--- config.mk ---
export PLATFORM = sky130hd
export DESIGN_NAME = sat_accumulator
export DESIGN_NICKNAME = d
export VERILOG_FILES = /design/src/rtl/sat_accumulator.sv
export SDC_FILE = /design/constraint.sdc
export NUM_CORES = 1
export LEC_CHECK = 0
export BUFFER_PORTS_ARGS = -buffer_cell sky130_fd_sc_hd__buf_4
export CORE_MARGIN = 4
export CORE_UTILIZATION = 26
export CTS_CLUSTER_SIZE = 8
export DETAILED_ROUTE_END_ITERATION = 7
export GPL_TIMING_DRIVEN = 1
export PLACE_DENSITY = 0.52
export SLEW_MARGIN = 20
export SYNTH_ARGS = -nofsm -noshare
export SYNTH_HDL_FRONTEND = slang
export SYNTH_SLANG_ARGS = --single-unit
--- constraint.sdc ---
create_clock -name clk -period 4.5 [get_ports clk]
set_input_delay 0 -clock clk [delete_from_list [all_inputs] [get_ports clk]]
set_output_delay 0 -clock clk [all_outputs]
set_load 0.005 [all_outputs]
--- src/rtl/sat_accumulator.sv ---
// Frame accumulator for signed 8-bit samples: sums COUNT samples with
// saturation and reports the frame sum plus the number of saturating additions.

module adder (
  input  logic [7:0] a,
  input  logic [7:0] b,
  output logic [7:0] s,
  output logic       overflow
);
  assign s        = a + b;
  assign overflow = (a[7] == b[7]) && (s[7] != a[7]);
endmodule

module sat_accumulator #(
  parameter int unsigned COUNT = 4
) (
  input  logic       clk,
  input  logic       rst,
  input  logic       in_valid,
  output logic       in_ready,
  input  logic [7:0] in_data,
  output logic       out_valid,
  input  logic       out_ready,
  output logic [7:0] out_sum,
  output logic       out_sat,
  output logic [7:0] out_sat_cnt
);
  typedef enum logic {ACCUM = 1'b0, HOLD = 1'b1} state_t;

  localparam logic [7:0] LAST = 8'(COUNT - 1);

  // Handshake contract: a transfer happens on a rising edge where valid and
  // ready are both high; the producer holds valid and data until that edge.

  state_t     state_q, state_d;
  logic [7:0] acc_q, acc_d;
  logic [7:0] cnt_q, cnt_d;
  logic [7:0] sat_cnt_q, sat_cnt_d;
  logic       out_valid_q, out_valid_d;
  logic [7:0] out_sum_q, out_sum_d;
  logic       out_sat_q, out_sat_d;
  logic [7:0] out_sat_cnt_q, out_sat_cnt_d;

  logic [7:0] add_s;
  logic       add_ovf;
  logic [7:0] sat_val;
  logic [7:0] sat_inc;
  logic       accept;

  adder u_adder (
    .a        (acc_q),
    .b        (in_data),
    .s        (add_s),
    .overflow (add_ovf)
  );

  always_comb begin
    accept  = in_valid && (state_q == ACCUM);
    // On overflow both operands share acc's sign, so acc[7] picks the rail.
    sat_val = add_ovf ? (acc_q[7] ? 8'h80 : 8'h7F) : add_s;
    sat_inc = (add_ovf && (sat_cnt_q != 8'hFF)) ? sat_cnt_q + 8'd1 : sat_cnt_q;

    state_d       = state_q;
    acc_d         = acc_q;
    cnt_d         = cnt_q;
    sat_cnt_d     = sat_cnt_q;
    out_valid_d   = out_valid_q;
    out_sum_d     = out_sum_q;
    out_sat_d     = out_sat_q;
    out_sat_cnt_d = out_sat_cnt_q;

    case (state_q)
      ACCUM: begin
        if (accept) begin
          if (cnt_q == LAST) begin
            out_sum_d     = sat_val;
            out_sat_cnt_d = sat_inc;
            out_sat_d     = (sat_inc != 8'd0);
            out_valid_d   = 1'b1;
            state_d       = HOLD;
            acc_d         = 8'd0;
            cnt_d         = 8'd0;
            sat_cnt_d     = 8'd0;
          end else begin
            acc_d     = sat_val;
            cnt_d     = cnt_q + 8'd1;
            sat_cnt_d = sat_inc;
          end
        end
      end
      HOLD: begin
        if (out_valid_q && out_ready) begin
          out_valid_d = 1'b0;
          state_d     = ACCUM;
        end
      end
      default: state_d = ACCUM;
    endcase
  end

  always_ff @(posedge clk or posedge rst) begin
    if (rst) begin
      state_q       <= ACCUM;
      acc_q         <= 8'd0;
      cnt_q         <= 8'd0;
      sat_cnt_q     <= 8'd0;
      out_valid_q   <= 1'b0;
      out_sum_q     <= 8'd0;
      out_sat_q     <= 1'b0;
      out_sat_cnt_q <= 8'd0;
    end else begin
      state_q       <= state_d;
      acc_q         <= acc_d;
      cnt_q         <= cnt_d;
      sat_cnt_q     <= sat_cnt_d;
      out_valid_q   <= out_valid_d;
      out_sum_q     <= out_sum_d;
      out_sat_q     <= out_sat_d;
      out_sat_cnt_q <= out_sat_cnt_d;
    end
  end

  assign in_ready    = (state_q == ACCUM);
  assign out_valid   = out_valid_q;
  assign out_sum     = out_sum_q;
  assign out_sat     = out_sat_q;
  assign out_sat_cnt = out_sat_cnt_q;
endmodule

==> results of run 1 <==
==> cell usage after synthesis, drive strengths merged, types with 2 or more instances <==
| master | instances | share of area |
|---|---|---|
| a21o | 3 | 0.0089 |
| fa | 2 | 0.016 |
| a2111oi | 2 | 0.0094 |
| mux2 | 6 | 0.027 |
| a211o | 2 | 0.0069 |
| o31ai | 7 | 0.021 |
| buf | 5 | 0.0099 |
| nor4 | 2 | 0.0074 |
| xnor2 | 5 | 0.017 |
| clkbuf | 9 | 0.013 |
| nand4 | 6 | 0.015 |
| mux2i | 5 | 0.020 |
| o21bai | 2 | 0.0059 |
| ha | 9 | 0.045 |
| or3 | 3 | 0.0074 |
| xor2 | 7 | 0.024 |
| a21oi | 15 | 0.030 |
| a22o | 5 | 0.017 |
| nand3 | 5 | 0.0099 |
| nor2 | 20 | 0.030 |
| a211oi | 7 | 0.021 |
| nor2b | 4 | 0.0099 |
| inv | 6 | 0.0089 |
| nand2 | 47 | 0.071 |
| nand2b | 5 | 0.012 |
| dfrtp | 43 | 0.43 |
| o21ai | 33 | 0.065 |
==> critical path, cell delays in order, from the launching register on <==
cell	delay (ns)
dfrtp_1	0.42
ha_1	0.30
a211oi_1	0.30
o21bai_1	0.20
a21oi_1	0.17
o21ai_0	0.09
a21o_1	0.20
fa_1	0.62
or3b_1	0.49
a211oi_1	0.30
mux2_2	0.40
a2111oi_2	0.33
a21oi_1	0.10
==> final cells by class <==
| cell class | count | area [um^2] | area share |
|---|---|---|---|
| Clock inverter | 1 | 5.00 | 0.00168 |
| Clock buffer | 6 | 82.6 | 0.0277 |
| Timing Repair Buffer | 34 | 260 | 0.0873 |
| Tap cell | 129 | 161 | 0.0542 |
| Inverter | 6 | 22.5 | 0.00756 |
| Multi-Input combinational cell | 215 | 1370 | 0.461 |
| Sequential cell | 43 | 1080 | 0.361 |
==> state kept, by name, summed over array words and instances, names as in the netlist <==
register / count
acc_q: 8
cnt_q: 8
out_sat_cnt: 8
out_sum: 8
sat_cnt_q: 8
out_sat: 1
out_valid: 1
state_q: 1
==> where the power goes <==
group	internal, mW	switching (mW)
Sequential	0.518	0.116
Combinational	0.412	0.496
Clock	0.121	0.140
Total	1.05	0.752
==> stage by stage <==
step / power, mW / worst slack (ns) / hold slack (ns) / area (um^2) / instances
floorplan: 1.28 / 0.780 / 0.170 / 2530 / 278
CTS: 1.82 / 0.505 / 0.116 / 2980 / 434
global placement: 1.54 / 0.585 / 0.191 / 2870 / 425
finish: 1.80 / 0.471 / 0.131 / 2980 / 434
detailed placement: 1.55 / 0.547 / 0.184 / 2870 / 425
global route: 1.98 / 0.256 / 0.144 / 2980 / 434
==> cells by family after synthesis <==
| logic type | count (synthesis) |
|---|---|
| simple gates | 98 |
| compound gates | 83 |
| flops | 43 |
| buf+inv | 20 |
| xor+xnor | 12 |
| mux | 11 |
| fa+ha+maj | 11 |
==> repair_timing <==
item                                   CTS  global route
endpoints found under the hold margin   45             0
hold buffers                             2             0
resized for setup                        0             0
==> routing by layer <==
metal  up-vias  share of wire
li1       1043              -
met1       983           0.53
met2        48           0.42
met3         7          0.042
met4         0          0.012
met5         -              0
==> final timing paths <==
check                                      startpoint                         end  slack, ns
max                              acc_q[1]$_DFFE_PP0P_         out_sat$_DFFE_PP0P_       0.47
min                                        in_data[7]        acc_q[6]$_DFFE_PP0P_       0.13
max reg2reg                      acc_q[1]$_DFFE_PP0P_         out_sat$_DFFE_PP0P_       0.47
min reg2reg                out_sat_cnt[4]$_DFFE_PP0P_  out_sat_cnt[4]$_DFFE_PP0P_       0.48
max in group asynchronous                         rst      out_sum[5]$_DFFE_PP0P_       3.72
min in group asynchronous                         rst        cnt_q[3]$_DFFE_PP0P_       0.39
==> metrics.md, run 1 <==
| Metric | Value |
|---|---|
| Status | `finished clean` |
| Vias in the first global route | `2133` |
| Hold path depth | `3` |
| # rows | `35` |
| Period utilization | `0.895` |
| Slew margin rel. | `0.510` |
| Crit path capture type | `register` |
| CTS tree | `done` |
| Fraction of registers with async set/reset | `1.00` |
| Multiplexer share of the synthesized area | `0.0465` |
| Clock sinks | `43` |
| WL final | `6020 um` |
| Critical Path RT | `4.69 ns` |
| Largest family of logic cells by synthesized area | `compound AO/OA/AOI/OAI gates` |
| Synthesized area | `2530 um^2` |
| Iteration-0 DRC Markers | `126` |
| # DRC | `0` |
| Antenna viol nets, final | `0` |
| Fin. max-slew vios | `0` |
| Post-synthesis register bit count | `43` |
| Clk root buf | `clkbuf_8` |
| Setup TNS | `0 ns` |
| Worst-Skew Late Latency | `0.30 ns` |
| Synth Area in Simple Gates | `0.181` |
| Die ar. | `11400 um^2` |
| P&R area growth vs syn | `17.8%` |
| CTS Buffer Depth | `2` |
| Measured slew at the worst slew-check pin | `0.733 ns` |
| Starting density of the core | `0.270` |
| Routed len/inst | `13.9 um` |
| Met1 GRT Util | `0.166` |
| Peak VDD IR | `0.212 mV` |
| Ant diodes | `0` |
| Min Tclk post-route | `4.03 ns` |
| Fill count | `1017` |
| Max-cap check violation count | `0` |
| Max Fanout on Critical Path | `9` |
| H-tree levels | `2` |
| Syn Nets | `301` |
| PwrDens | `605 nW/um^2` |
| Reg2Reg Depth | `12` |
| Number of setup buffers added after CTS | `0` |
| Die outline height | `107 um` |
| Class of the worst hold path | `input pin to register` |
| Commonest non-fill, non-tap cell in the layout | `nand2_1` |
| Sequential share of the synthesized area | `0.425` |
| RD Place Congestion | `0.819` |
| Adder-Cell Fraction of Synth Area | `0.0603` |
| Prevailing post-synth register cell | `dfrtp_1` |
| Critical path class | `register to register` |
| Total track usage | `0.113` |
| Final core occ | `0.318` |
| # nets final | `328` |
| Commonest cells after routing, fill and taps aside | `nand2_1 (46), dfrtp_1 (43), o21ai_0 (33)` |
| GR peak layer | `met1` |
| CP Data Arrival Time | `4.22 ns` |
| Syn avg cell area | `9.10 um^2` |
| GR Layer Usage met3 | `0.0247` |
| TritonRoute pass-1 iters | `4` |
| Critical Path Source Type | `register` |
| Synthesis warning total | `0` |
| Global route total overflow | `0` |
| Synth Instances | `278` |
| Core ar. | `9370 um^2` |
| Largest net degree at the start of global routing | `44` |
| TritonCTS Buffers | `5` |
| # setup viols final | `0` |
| Clock skew | `0.00827 ns` |
| Vias per cell | `4.79` |
| Antenna violations before repair | `0` |
| Met2 Use GR | `0.165` |
| Post-synthesis cell type count | `45` |
| Fmax | `248 MHz` |
| Post-DP HPWL | `4110 um` |
| Share of cells above drive strength 1 | `0.161` |
| Vias post-DR | `2081` |
| IO buf count | `30` |
| First-pass GRT wire length | `10500 um` |
| Hold Fails Final Rpt | `0` |
| Synth Area in Compound Gates | `0.214` |
| RSZ-0062 raised after global routing | `no` |
| Clock-pin slew on the worst setup and hold paths | `0.09 ns` |
| Post-Synth XOR/XNOR Area | `0.0415` |
| Static Leak | `1.39 nW` |
| Number of synthesized flops with an enable pin | `0` |
| Die width | `107 um` |
| Num ports | `31` |
No activity file was read; power rests on OpenSTA's default activity.
==> inputs of run 2 (changes only) <==
Settings changed: CELL_PAD_IN_SITES_DETAIL_PLACEMENT set to 1, CELL_PAD_IN_SITES_GLOBAL_PLACEMENT set to 2, CORE_UTILIZATION 26 to 36, CTS_CLUSTER_SIZE 8 to not set, PLACE_DENSITY 0.52 to 0.9.
==> run 2 against run 1 <==
  * Power rose by 1.7%
  * Cell count is 7.4% lower
  * Register-to-register slack got worse by 0.07 ns
  * Largest cell class unchanged
==> metrics.md, run 2 (synthesized netlist as in run 1, its figures left out) <==
| Metric | Value |
|---|---|
| Met2 Use GR | `0.278 (+0.113)` |
| Num ports | `31 (unchanged)` |
| # nets final | `328 (unchanged)` |
| CTS Buffer Depth | `2 (unchanged)` |
| P&R area growth vs syn | `16.4%` |
| Hold Fails Final Rpt | `0 (unchanged)` |
| CTS tree | `done` |
| Crit path cell chain | `ha_1 > a211oi_1 > o21bai_1 > a21oi_1 > o21ai_0 > a21o_1 > fa_1 > or3b_1 > a211oi_1 > mux2_2 > a2111oi_2 > a21oi_1` |
| # rows | `30 (-14%)` |
| Clk root buf | `clkbuf_8` |
| Finished Cell Area | `2940 um^2 (-1.2%)` |
| Hold path depth | `3 (unchanged)` |
| Peak VDD IR | `0.220 mV (+3.9%)` |
| WL final | `6350 um (+5.4%)` |
| Total track usage | `0.166 (+0.0530)` |
| Die outline height | `91.8 um (-14%)` |
| Clock skew | `0.00633 ns (-0.00194 ns)` |
| Critical path class | `register to register` |
| Min Tclk post-route | `4.10 ns (+0.0660 ns)` |
| Vias in the first global route | `2328 (+9.1%)` |
| RSZ-0062 raised after global routing | `no` |
| Global route total overflow | `0 (unchanged)` |
| Critical path's slowest cell | `fa_1` |
| Commonest non-fill, non-tap cell in the layout | `nand2_1` |
| Die width | `91.8 um (-14%)` |
| Fmax | `244 MHz (-1.6%)` |
| GR Layer Usage met3 | `0.0271 (+0.00239)` |
| CP Data Arrival Time | `4.28 ns (+0.06 ns)` |
| CTS resizes | `0 (unchanged)` |
| Antenna violations before repair | `0 (unchanged)` |
| Starting density of the core | `0.372 (+0.102)` |
| Ant diodes | `0 (unchanged)` |
| Slowest stage delay, CP | `0.62 ns (about the same)` |
| Antenna viol nets, final | `0 (unchanged)` |
| Period utilization | `0.910 (+0.0147)` |
| Setup TNS | `0 ns (unchanged)` |
| TritonRoute pass-1 iters | `4 (unchanged)` |
| Reg2Reg Depth | `12 (unchanged)` |
| Die ar. | `8430 um^2 (-26%)` |
| Top delay family on crit path | `compound AO/OA/AOI/OAI gates` |
| Met1 GRT Util | `0.221 (+0.0544)` |
| Buffers and inverters on the worst path | `0 (unchanged)` |
| # setup viols final | `0 (unchanged)` |
| GR peak layer | `met2` |
| Critical Path RT | `4.68 ns (about the same)` |
| Max-cap check violation count | `0 (unchanged)` |
| Clock sinks | `43 (unchanged)` |
| # DRC | `0 (unchanged)` |
| Clock-pin slew on the worst setup and hold paths | `0.09 ns (about the same)` |
| Vias per cell | `5.37 (+12%)` |
| Routed len/inst | `15.8 um (+14%)` |
| Fin. max-slew vios | `0 (unchanged)` |
| Commonest cells after routing, fill and taps aside | `nand2_1 (46), dfrtp_1 (43), o21ai_0 (33)` |
| First-pass GRT wire length | `11300 um (+8.0%)` |
| Critical Path Source Type | `register` |
| PwrDens | `623 nW/um^2 (+2.9%)` |
| Final Power | `1.83 mW (+1.7%)` |
| Hold WS | `0.124 ns (-0.00718 ns)` |
| Status | `finished clean` |
| Crit path capture type | `register` |
| Max Fanout on Critical Path | `9 (unchanged)` |
| Class of the worst hold path | `input pin to register` |
| H-tree levels | `2 (unchanged)` |
| TritonCTS Buffers | `5 (unchanged)` |
| Core ar. | `6790 um^2 (-28%)` |
| Vias post-DR | `2159 (+3.7%)` |
| Measured slew at the worst slew-check pin | `0.720 ns (-0.0135 ns)` |
| Post-DP HPWL | `4460 um (+8.4%)` |
| Worst-Skew Late Latency | `0.30 ns (about the same)` |
| Iteration-0 DRC Markers | `65 (-48%)` |
| Share of cells above drive strength 1 | `0.163 (+0.00274)` |
| IO buf count | `30 (unchanged)` |
| Static Leak | `1.39 nW (-0.45%)` |
| Slew margin rel. | `0.519 (+0.00902)` |
| Cell Area, Placed | `2830 um^2 (-1.4%)` |
| Largest net degree at the start of global routing | `44 (unchanged)` |
| Critical Path Stages | `12 (unchanged)` |
| RD Place Congestion | `0.860 (+5.0%)` |
==> run 2: changes by cell type in the layout (fill, tap and decap cells not counted), sizes merged <==
| cell | delta |
|---|---|
| clkbuf | -1 |
| clkinv | -1 |
| clkinvlp | +2 |
| inv | +1 |
==> run 2: repair_timing <==
| action | CTS | global route |
|---|---|---|
| hold endpoints to repair | 45 | 0 |
| buffers inserted | 0 | 0 |
| hold buffers | 2 | 0 |
==> run 2: routing by layer <==
metal	vias to the layer above	wire, um
met5	-	0
met4	0	89
met3	7	164
met2	28	3070
met1	1070	3030
li1	1054	-
==> run 2: final timing paths <==
kind,startpoint,to,slack (ns)
setup / recovery,acc_q[1]$_DFFE_PP0P_,out_sat$_DFFE_PP0P_,0.40
hold / removal,in_data[7],out_sum[6]$_DFFE_PP0P_,0.12
setup reg to reg,acc_q[1]$_DFFE_PP0P_,out_sat$_DFFE_PP0P_,0.40
hold reg to reg,out_sat_cnt[0]$_DFFE_PP0P_,out_sat_cnt[0]$_DFFE_PP0P_,0.49
max in group asynchronous,rst,out_sat_cnt[5]$_DFFE_PP0P_,3.73
min in group asynchronous,rst,out_valid$_DFFE_PP0P_,0.38
==> run 2: power breakdown <==
group / internal, mW / switching [mW] / total [mW] / leakage [nW]
sequential: 0.518 / 0.119 / 0.637 / 0.560
combinational: 0.414 / 0.517 / 0.931 / 0.786
clock: 0.111 / 0.154 / 0.265 / 0.0408
total: 1.04 / 0.790 / 1.83 / 1.39
==> run 2: worst min-delay path, cell delays in order <==
cell     delay (ns)
buf_4          0.12
a41o_1         0.20
o31ai_1        0.07
==> run 2: area by class of cell <==
type / instances / area, um^2
multi-input combinational: 215 / 1370
timing repair buffer: 34 / 260
clock inverter: 3 / 23.8
clock buffer: 5 / 68.8
sequential: 43 / 1080
inverter: 6 / 22.5
fill: 813 / 3850
tap: 96 / 120
==> run 2: per-stage QoR <==
step | utilization | std cells | setup slack [ns]
finish | 0.433 | 402 | 0.405
global route | 0.433 | 402 | 0.132
CTS | 0.433 | 402 | 0.403
detailed placement | 0.417 | 392 | 0.451
global placement | 0.417 | 392 | 0.598
floorplan | - | 278 | 0.780
==> inputs of run 3 (changes only) <==
Settings changed: ABC_AREA set to 1, CORE_UTILIZATION 36 to 34, PLACE_DENSITY 0.9 to 0.89.
==> run 3 against run 2 <==
  * Sequential cell count stayed put
  * Die area is essentially flat
  * Sequential share of layout area grew 2.0 points
  * Synthesized area is 5.6% lower
  * Sequential power increased by 2%
  * Global-route usage is 1.7 points lower
  * Utilization fell by 2.2 points
  * Non-clock buffer count is 1 lower
  * Combinational power is 12% lower
  * Cell count is 6.0% higher
  * Largest cell class unchanged
==> metrics.md, run 3 <==
| Metric | Value |
|---|---|
| Fill count | `838 (+3.1%)` |
| Starting density of the core | `0.352 (-0.0208)` |
| Number of synthesized flops with an enable pin | `0 (unchanged)` |
| Syn Nets | `321 (+6.6%)` |
| # setup viols final | `0 (unchanged)` |
| PwrDens | `611 nW/um^2 (-1.9%)` |
| Vias per cell | `4.76 (-11%)` |
| Synth Instances | `298 (+7.2%)` |
| Hold-fix buffers, CTS | `2 (unchanged)` |
| Die outline height | `91.8 um (about the same)` |
| Max Fanout on Critical Path | `6 (-3)` |
| Synth area leaders | `dfrtp_1 (45%), nand2_1 (13%), inv_1 (5.7%), ha_1 (4.7%), nand3_1 (3.4%)` |
| Non-Filler Instances | `426 (+6.0%)` |
| Period utilization | `0.663 (-0.247)` |
| Critical path class | `register to register` |
| CTS resizes | `0 (unchanged)` |
| Hold Fails Final Rpt | `0 (unchanged)` |
| RSZ-0062 raised after global routing | `no` |
| IO buf count | `30 (unchanged)` |
| Commonest cells after routing, fill and taps aside | `nand2_1 (85), dfrtp_1 (43), inv_1 (35)` |
| # DRC | `0 (unchanged)` |
| # rows | `30 (unchanged)` |
| Crit path capture type | `register` |
| Synthesized area | `2390 um^2 (-5.6%)` |
| CP Data Arrival Time | `3.18 ns (-1.10 ns)` |
| Routed len/inst | `13.3 um (-16%)` |
| Vias in the first global route | `2137 (-8.2%)` |
| Status | `finished clean` |
| Num ports | `31 (unchanged)` |
| Class of the worst hold path | `input pin to register` |
| Peak VDD IR | `0.218 mV (-0.96%)` |
| Placement Setup Slack | `1.51 ns (+1.06 ns)` |
| Top delay family on crit path | `simple AND/OR/NAND/NOR gates` |
| Static Leak | `1.44 nW (+3.8%)` |
| CTS tree | `done` |
| Max-cap check violation count | `0 (unchanged)` |
| Setup TNS | `0 ns (unchanged)` |
| Vias post-DR | `2026 (-6.2%)` |
| # placed instances | `418 (+6.6%)` |
| TritonCTS Buffers | `5 (unchanged)` |
| Critical Path RT | `4.69 ns (about the same)` |
| Critical path's slowest cell | `fa_1` |
| Post-synth top cells | `nand2_1 (85), dfrtp_1 (43), inv_1 (36)` |
| Buffers and inverters on the worst path | `3 (+3)` |
| Measured slew at the worst slew-check pin | `0.627 ns (-0.0933 ns)` |
| Most frequent cell after synthesis | `nand2_1` |
| Min Tclk post-route | `2.98 ns (-1.11 ns)` |
| Fraction of registers with async set/reset | `1.00 (unchanged)` |
| Final Power | `1.71 mW (-6.9%)` |
| Core ar. | `6790 um^2 (unchanged)` |
| Reg2Reg Depth | `20 (+8)` |
| Synth top area share | `0.450 (+0.0252)` |
| Clock-pin slew on the worst setup and hold paths | `0.08 ns (about the same)` |
| First-pass GRT wire length | `10400 um (-8.5%)` |
| Commonest non-fill, non-tap cell in the layout | `nand2_1` |
| Hold path depth | `4 (+1)` |
| Critical Path Source Type | `register` |
| Fmax | `335 MHz (+37%)` |
| Slew margin rel. | `0.582 (+0.0629)` |
| P&R area growth vs syn | `16.9%` |
| Critical Path Stages | `20 (+8)` |
| Largest net degree at the start of global routing | `44 (unchanged)` |
| Clk root buf | `clkbuf_8` |
| Crit path cell chain | `ha_1 > a21oi_1 > nand2_1 > a21oi_1 > nor2_1 > o21ai_0 > nand2_1 > fa_1 > inv_1 > nand2_1 > nand2_4 > nand2_4 > inv_2 > nand3_1 > nand2_2 > nand2_1 > nor2_1 > nand3_1 > nand2_1 > inv_1` |
| Fin. max-slew vios | `0 (unchanged)` |
| Slowest stage delay, CP | `0.47 ns (-0.15 ns)` |
| Crit-path most repeated cell | `nand2_1` |
| Syn avg cell area | `8.02 um^2 (-12%)` |
| Number of setup buffers added after CTS | `0 (unchanged)` |
| Sequential share of the synthesized area | `0.450 (+0.0252)` |
| H-tree levels | `2 (unchanged)` |
| Global route total overflow | `0 (unchanged)` |
| Iteration-0 DRC Markers | `44 (-32%)` |
| Total track usage | `0.149 (-0.0172)` |
| Share of cells above drive strength 1 | `0.176 (+0.0124)` |
| Die width | `91.8 um (about the same)` |
| TritonRoute pass-1 iters | `4 (unchanged)` |
| Worst-Skew Late Latency | `0.29 ns (about the same)` |
| # nets final | `354 (+7.9%)` |
| Setup ws final | `1.52 ns (+1.11 ns)` |
| Post-synthesis register bit count | `43 (unchanged)` |
| Antenna viol nets, final | `0 (unchanged)` |
| Ant diodes | `0 (unchanged)` |
| Die ar. | `8430 um^2 (about the same)` |
| RD Place Congestion | `0.798 (-7.2%)` |
| Post-DP HPWL | `4240 um (-4.9%)` |
| Clock sinks | `43 (unchanged)` |
| Synthesis warning total | `0 (unchanged)` |
| CTS Buffer Depth | `2 (unchanged)` |
| Antenna violations before repair | `0 (unchanged)` |
| Yosys top cell by area | `dfrtp_1` |
| WL final | `5660 um (-11%)` |
| Post-synthesis cell type count | `32 (-29%)` |
| Clock skew | `0.00678 ns (+0.000448 ns)` |
| Prevailing post-synth register cell | `dfrtp_1` |
[run 3: cell types whose count changed in the layout (fill, tap and decap cells not counted), moves of 6 or more]
cell      change
a211oi_1      -7
nand2_1      +39
nand3_1      +11
o21ai_1      +11
inv_1        +30
mux2_2        -6
a21oi_1       -6
o21ai_0      -18
o22ai_1       +6
o31ai_1       -6
[run 3: cell type report]
class                           count  area [um^2]  share of cell area
Inverter                           42          158              0.0565
Tap cell                           96          120              0.0430
Clock buffer                        6         72.6              0.0260
Timing Repair Buffer               33          253              0.0905
Sequential cell                    43         1080               0.385
Multi-Input combinational cell    206         1110               0.398
[run 3: cells by family (layout without fill, tap and decap cells)]
family,after synthesis,in the layout,share of synthesized area
AO/OA/AOI/OAI,49,49,0.112
XOR/XNOR,6,6,0.0220
adder cells (fa/ha/maj),11,11,0.0639
buffers and inverters,49,81,0.0838
flip-flops,43,43,0.450
AND/OR/NAND/NOR,140,140,0.268
[run 3: through the flow]
step / instance area (um^2) / hold WS, ns / util
floorplan: 2390 / 0.162 / -
global placement: 2700 / 0.184 / 0.397
detailed placement: 2700 / 0.191 / 0.397
CTS: 2790 / 0.158 / 0.411
global route: 2790 / 0.165 / 0.411
finish: 2790 / 0.158 / 0.411
[run 3: routing by layer]
| layer | part of all wire | track usage |
|---|---|---|
| met4 | 0.013 | 0.0371 |
| met1 | 0.49 | 0.202 |
| met2 | 0.47 | 0.248 |
| met5 | 0 | 0 |
| met3 | 0.020 | 0.0246 |
[run 3: worst reg2reg max path, cell delays in order, from the launching register on]
cell and delay, ns:
dfrtp_1 0.39, ha_1 0.33, a21oi_1 0.16, nand2_1 0.10, a21oi_1 0.17, nor2_1 0.07
o21ai_0 0.14, nand2_1 0.08, fa_1 0.47, inv_1 0.07, nand2_1 0.07, nand2_4 0.11
nand2_4 0.09, inv_2 0.12, nand3_1 0.10, nand2_2 0.10, nand2_1 0.05, nor2_1 0.09
nand3_1 0.07, nand2_1 0.06, inv_1 0.03
[run 3: final timing paths]
kind / slack, ns / to / startpoint
worst min register to register: 0.48 / cnt_q[7]$_DFFE_PP0P_ / cnt_q[7]$_DFFE_PP0P_
worst max register to register: 1.52 / out_sat$_DFFE_PP0P_ / acc_q[2]$_DFFE_PP0P_
worst min-delay path: 0.16 / out_sum[0]$_DFFE_PP0P_ / in_data[0]
max in group asynchronous: 3.71 / acc_q[3]$_DFFE_PP0P_ / rst
min in group asynchronous: 0.41 / out_sat_cnt[0]$_DFFE_PP0P_ / rst
worst max-delay path: 1.52 / out_sat$_DFFE_PP0P_ / acc_q[2]$_DFFE_PP0P_
[run 3: where the power goes]
| group | leakage, nW | internal (mW) | switching, mW |
|---|---|---|---|
| logic | 0.841 | 0.330 | 0.491 |
| registers | 0.562 | 0.537 | 0.114 |
| clock network | 0.0371 | 0.104 | 0.130 |
| total | 1.44 | 0.971 | 0.735 |
